`src/rtl/proc_control_unit.sv`:
```
// Purpose: multi-cycle control FSM for the 16-bit register/ALU/bus datapath.
// Latency: mv/mvi/illegal finish one cycle after fetch, add/sub three cycles after fetch.
// Backpressure: run is only sampled in T0; while busy the start request is ignored.
module proc_control_unit #(
    parameter int CNT_W = 16
) (
    input  logic             clock,
    input  logic             reset,
    input  logic             run,
    input  logic [8:0]       instr,
    output logic [7:0]       rin,
    output logic [7:0]       rout,
    output logic             a_in,
    output logic             g_in,
    output logic             g_out,
    output logic             din_out,
    output logic             add_sub,
    output logic             done,
    output logic             busy,
    output logic [CNT_W-1:0] instr_count
);

    typedef enum logic [1:0] {
        T0 = 2'd0,
        T1 = 2'd1,
        T2 = 2'd2,
        T3 = 2'd3
    } state_t;

    localparam logic [2:0] OP_MV  = 3'b000;
    localparam logic [2:0] OP_MVI = 3'b001;
    localparam logic [2:0] OP_ADD = 3'b010;
    localparam logic [2:0] OP_SUB = 3'b011;

    state_t           state_q, state_d;
    logic [8:0]       ir_q, ir_d;
    logic [CNT_W-1:0] cnt_q, cnt_d;
    logic [7:0]       rx_oh, ry_oh;

    // Register-select decodes come from the latched instruction, never from the live input.
    assign rx_oh       = 8'b0000_0001 << ir_q[5:3];
    assign ry_oh       = 8'b0000_0001 << ir_q[2:0];
    assign instr_count = cnt_q;

    // State, instruction register and completion counter; reset wins over everything.
    always_ff @(posedge clock) begin
        if (reset) begin
            state_q <= T0;
            ir_q    <= 9'd0;
            cnt_q   <= '0;
        end else begin
            state_q <= state_d;
            ir_q    <= ir_d;
            cnt_q   <= cnt_d;
        end
    end

    // Counter advances on every final instruction cycle and wraps silently.
    always_comb begin
        cnt_d = cnt_q;
        if (done) begin
            cnt_d = cnt_q + {{(CNT_W-1){1'b0}}, 1'b1};
        end
    end

    // Next-state and all datapath controls; every output defaults to inactive.
    always_comb begin
        state_d = state_q;
        ir_d    = ir_q;
        rin     = 8'd0;
        rout    = 8'd0;
        a_in    = 1'b0;
        g_in    = 1'b0;
        g_out   = 1'b0;
        din_out = 1'b0;
        add_sub = 1'b0;
        done    = 1'b0;
        busy    = (state_q != T0);

        case (state_q)
            T0: begin
                // Only a fetch touches IR, so a garbage instr with run low is harmless.
                if (run) begin
                    ir_d    = instr;
                    state_d = T1;
                end
            end
            T1: begin
                case (ir_q[8:6])
                    OP_MV: begin
                        rout    = ry_oh;
                        rin     = rx_oh;
                        done    = 1'b1;
                        state_d = T0;
                    end
                    OP_MVI: begin
                        din_out = 1'b1;
                        rin     = rx_oh;
                        done    = 1'b1;
                        state_d = T0;
                    end
                    OP_ADD, OP_SUB: begin
                        rout    = rx_oh;
                        a_in    = 1'b1;
                        state_d = T2;
                    end
                    default: begin
                        // Unused opcodes retire as a single-cycle no-op.
                        done    = 1'b1;
                        state_d = T0;
                    end
                endcase
            end
            T2: begin
                rout    = ry_oh;
                g_in    = 1'b1;
                add_sub = ir_q[6];
                state_d = T3;
            end
            T3: begin
                g_out   = 1'b1;
                rin     = rx_oh;
                done    = 1'b1;
                state_d = T0;
            end
        endcase
    end

endmodule

```
`config.mk`:
```
export PLATFORM = sky130hd
export DESIGN_NAME = proc_control_unit
export DESIGN_NICKNAME = d
export VERILOG_FILES = /design/src/rtl/proc_control_unit.sv
export SDC_FILE = /design/constraint.sdc
export NUM_CORES = 1
export LEC_CHECK = 0
export BUFFER_PORTS_ARGS = -buffer_cell sky130_fd_sc_hd__buf_4
export CAP_MARGIN = 20
export CORE_MARGIN = 2
export CORE_UTILIZATION = 40
export CTS_BUF_LIST = sky130_fd_sc_hd__clkbuf_16
export CTS_CLUSTER_SIZE = 40
export DETAILED_ROUTE_END_ITERATION = 10
export PLACE_DENSITY = 0.65
export SLEW_MARGIN = 20
export SYNTH_ARGS = -nofsm -noshare
export SYNTH_HDL_FRONTEND = slang
export SYNTH_SLANG_ARGS = --single-unit
export TNS_END_PERCENT = 30
```
`constraint.sdc`:
```
create_clock -name clock -period 2 [get_ports clock]
set_input_delay 0.3 -clock clock [delete_from_list [all_inputs] [get_ports clock]]
set_output_delay 0.3 -clock clock [all_outputs]
set_load 0.1 [all_outputs]
```
==> metrics.md <==
| Metric | Value |
|---|---|
| Pre-antenna DRT Iters | `5` |
| Flop2flop setup slack | `320 ps` |
| Gr usage total | `0.2165` |
| Clock sinks | `27` |
| Hold path cells | `3` |
| Met1 Use GR | `0.2768` |
| Drt total wl | `4607 um` |
| Largest family of logic cells by synthesized area | `simple AND/OR/NAND/NOR gates` |
| Synth Area in XOR/XNOR | `0.005596` |
| Leak | `0.0009637 uW` |
| First-pass GRT wire length | `7431 um` |
| Place WS | `13.44 ps` |
| Longest Clk Path Bufs | `2` |
| Type of the tightest min-delay check | `in2reg` |
| Path depth of the worst reg2reg path | `6` |
| CTS Buf Count | `3` |
| Die H | `66.56 um` |
| Clock skew | `5.767 ps` |
| Pin count of the biggest net entering global routing | `32` |
| Post-synth top area share | `0.3453` |
| Post-synth top flop | `dfxtp_1` |
| Crit path capture | `rout[4]` |
| GR Layer Usage met3 | `0.03209` |
| Hold Buf Count CTS | `0` |
| Reg2Reg Capture Point | `instr_count[14]` |
| Combinational share of power | `0.306` |
| Syn_nets | `218` |
| CTS Root Cell | `clkbuf_16` |
| R2r startpoint | `state_q[0]` |
| Final setup viols | `9` |
| Fin crit share | `1.059` |
| Register area | `551.8 um^2` |
| Share of layout cells above drive strength 1 | `0.4308` |
| Element type at the critical path end | `output pin` |
| Most frequent cells in the layout | `buf_4 (43), a21oi_1 (23), dfxtp_1 (22)` |
| Slew Viols, Final | `0` |
| Final Power | `1517 uW` |
| Failing checks | `setup timing` |
| HPWL after DPL | `3149 um` |
| Switch Pwr | `521.6 uW` |
| Syn-to-layout area delta | `65.87%` |
| Most common cell after layout, fill and taps aside | `buf_4` |
| Worst-Skew Late Latency | `260 ps` |
| Ranking of synthesized cells by area | `dfxtp_1 (35%), a21oi_1 (7.7%), nand3_1 (5.1%)` |
| Area share of fa/ha/maj cells after synthesis | `0.04796` |
| Int Pwr | `995.2 uW` |
| Layout net count | `272` |
| Final setup margin | `-118.3 ps` |
| Avg Cell Area, Syn | `7.826 um^2` |
| Vias | `1702` |
| IO Port Bufs | `50` |
| Initial DRC count | `131` |
| DRC viols | `0` |
| EDFF count, synth | `0` |
| Worst-Margin Slew | `340.8 ps` |
| Tmin final | `2118 ps` |
| Footprint of the multi-input gates | `1216 um^2` |
| Max Cap Viol | `0` |
| Compound-gate portion of the synthesized area | `0.2046` |
| #FFs+latches synth | `27` |
| Sw Share | `0.3439` |
| VDD IR max | `518.7 uV` |
| Core area | `3716 um^2` |
| Mapped Area | `1565 um^2` |
| Post-detailed-route count of antenna-violating nets | `0` |
| Req. time, crit path | `1700 ps` |
| H-Tree Depth | `1` |
| Synth warn | `0` |
| M2 GR Usage | `0.3838` |
| Arrival @ worst endpoint | `1820 ps` |
| Fillers | `298` |
| Total gr overflow | `0` |
| Mapped Cells | `200` |
| Initial antenna violation count | `0` |
| Ys async rst share | `0` |
| Die area | `4430 um^2` |
| Post-synthesis mux area share | `0.006395` |
| Reg power frac | `0.391` |
| N_diodes | `0` |
| Synth cell types | `38` |
| RSZ-0062 raised after global routing | `true` |
| Most Crowded Layer GR | `met2` |
| Clock Power Share | `0.303` |
| Avg WL per Cell | `15.31 um` |
| DIE WIDTH | `66.56 um` |
| Startpoint types | `flip-flop` |
| Row Count | `22` |
| Slew headroom | `0.7728` |
| Class of the most critical setup path | `reg2out` |
| PD cells | `584.2 nW/um^2` |
| CTS tree | `built` |
| Clock-pin slew on the worst setup and hold paths | `60 ps` |
| Outcome | `finished, violations left` |
| Cell taking the most area after synthesis | `dfxtp_1` |
| Vias in the first global route | `1581` |
| Routed vias/inst | `5.654` |
| Total I/O pin count | `51` |
| Simple logic cell fraction of the synthesized area | `0.3405` |
| Final Hold Viols | `0` |
| Post-synthesis sequential area ratio | `0.3453` |
| Global placement routability congestion | `0.7514` |
| Max Freq | `0.4721 GHz` |
| Biggest fanout along the worst timing path | `8` |
| Initial Utilization | `0.4212` |
## critical path: stages, from the launching register on
cell and delay (ps):
dfxtp_4 360, inv_4 40, ha_4 150, nor3b_4 150, a21o_4 250, buf_4 140
a32oi_2 230, nor2b_4 60, buf_8 170
## how the worst min path moves through the flow
stage                        start      end  slack, ps
after global routing      instr[5]  ir_q[5]        310
after CTS                 instr[6]  ir_q[6]        300
after global placement     ir_q[3]  ir_q[3]        460
after floorplan           instr[6]  ir_q[6]        450
after detailed placement   ir_q[3]  ir_q[3]        470
final                     instr[5]  ir_q[5]        300
## layer usage
layer	vias up	wire length (um)
met2	41	2476
met5	-	0
met3	4	139
met4	0	28
li1	833	-
met1	824	1963
## flip-flops by register name, indices dropped and copies added, names as in the netlist, named ones only
name,count
instr_count,16
state_q,1
ir_q,9
## stage by stage
step	utilization	hold slack, ps	cell area (um^2)	TNS [ps]	instances
floorplan	-	447.5	1819	-3299	200
global placement	0.6061	461.4	2252	0	291
detailed placement	0.6061	468.8	2252	0	291
CTS	0.6781	299.1	2520	-282.7	298
global route	0.6987	310.4	2596	-1232	301
finish	0.6987	299.8	2596	-516.8	301
## kinds of logic after synthesis
| kind of cell | count (synthesis) |
|---|---|
| flip-flops | 27 |
| XOR/XNOR | 1 |
| AND/OR/NAND/NOR | 93 |
| multiplexers | 1 |
| buffers and inverters | 20 |
| AO/OA/AOI/OAI | 52 |
| adder cells (fa/ha/maj) | 6 |
## power groups by stage
stage	Clock (uW)	Sequential, uW	Combinational [uW]
6_report	460	593	464
3_5_place_dp	0	608	407
2_1_floorplan	0	632	288
4_1_cts	469	592	439
3_3_place_gp	0	606	397
5_1_grt	493	597	493
## what timing repair did
item                                    in CTS  in global routing
setup buffers                                3                  3
endpoints found under the setup margin      16                 17
gates resized for setup                     39                 13
pin swaps                                    4                  5
## cell usage after synthesis, types with 2 or more instances
cell type and n:
a21boi_1 4, a21oi_1 24, a22oi_1 3, and2_1 3, buf_1 2, buf_2 2
clkbuf_1 9, dfxtp_1 27, ha_1 6, inv_1 7, nand2_1 17, nand2b_1 4
nand3_1 16, nand4_1 3, nand4b_1 3, nor2_1 13, nor2b_1 7, nor3_1 4
nor3b_1 3, o21ai_0 5, o31ai_1 9, or3_1 5, or4_1 9
## cell type report
class                   instances  share of cell area
repair buffers                 62              0.2535
clock inverters                 1            0.002410
well taps                      48             0.02313
clock buffers                   3             0.02892
inverters                       7             0.01108
flip-flops and latches         27              0.2125
multi-input cells             153              0.4684
Power figures use the tool's default switching activity.
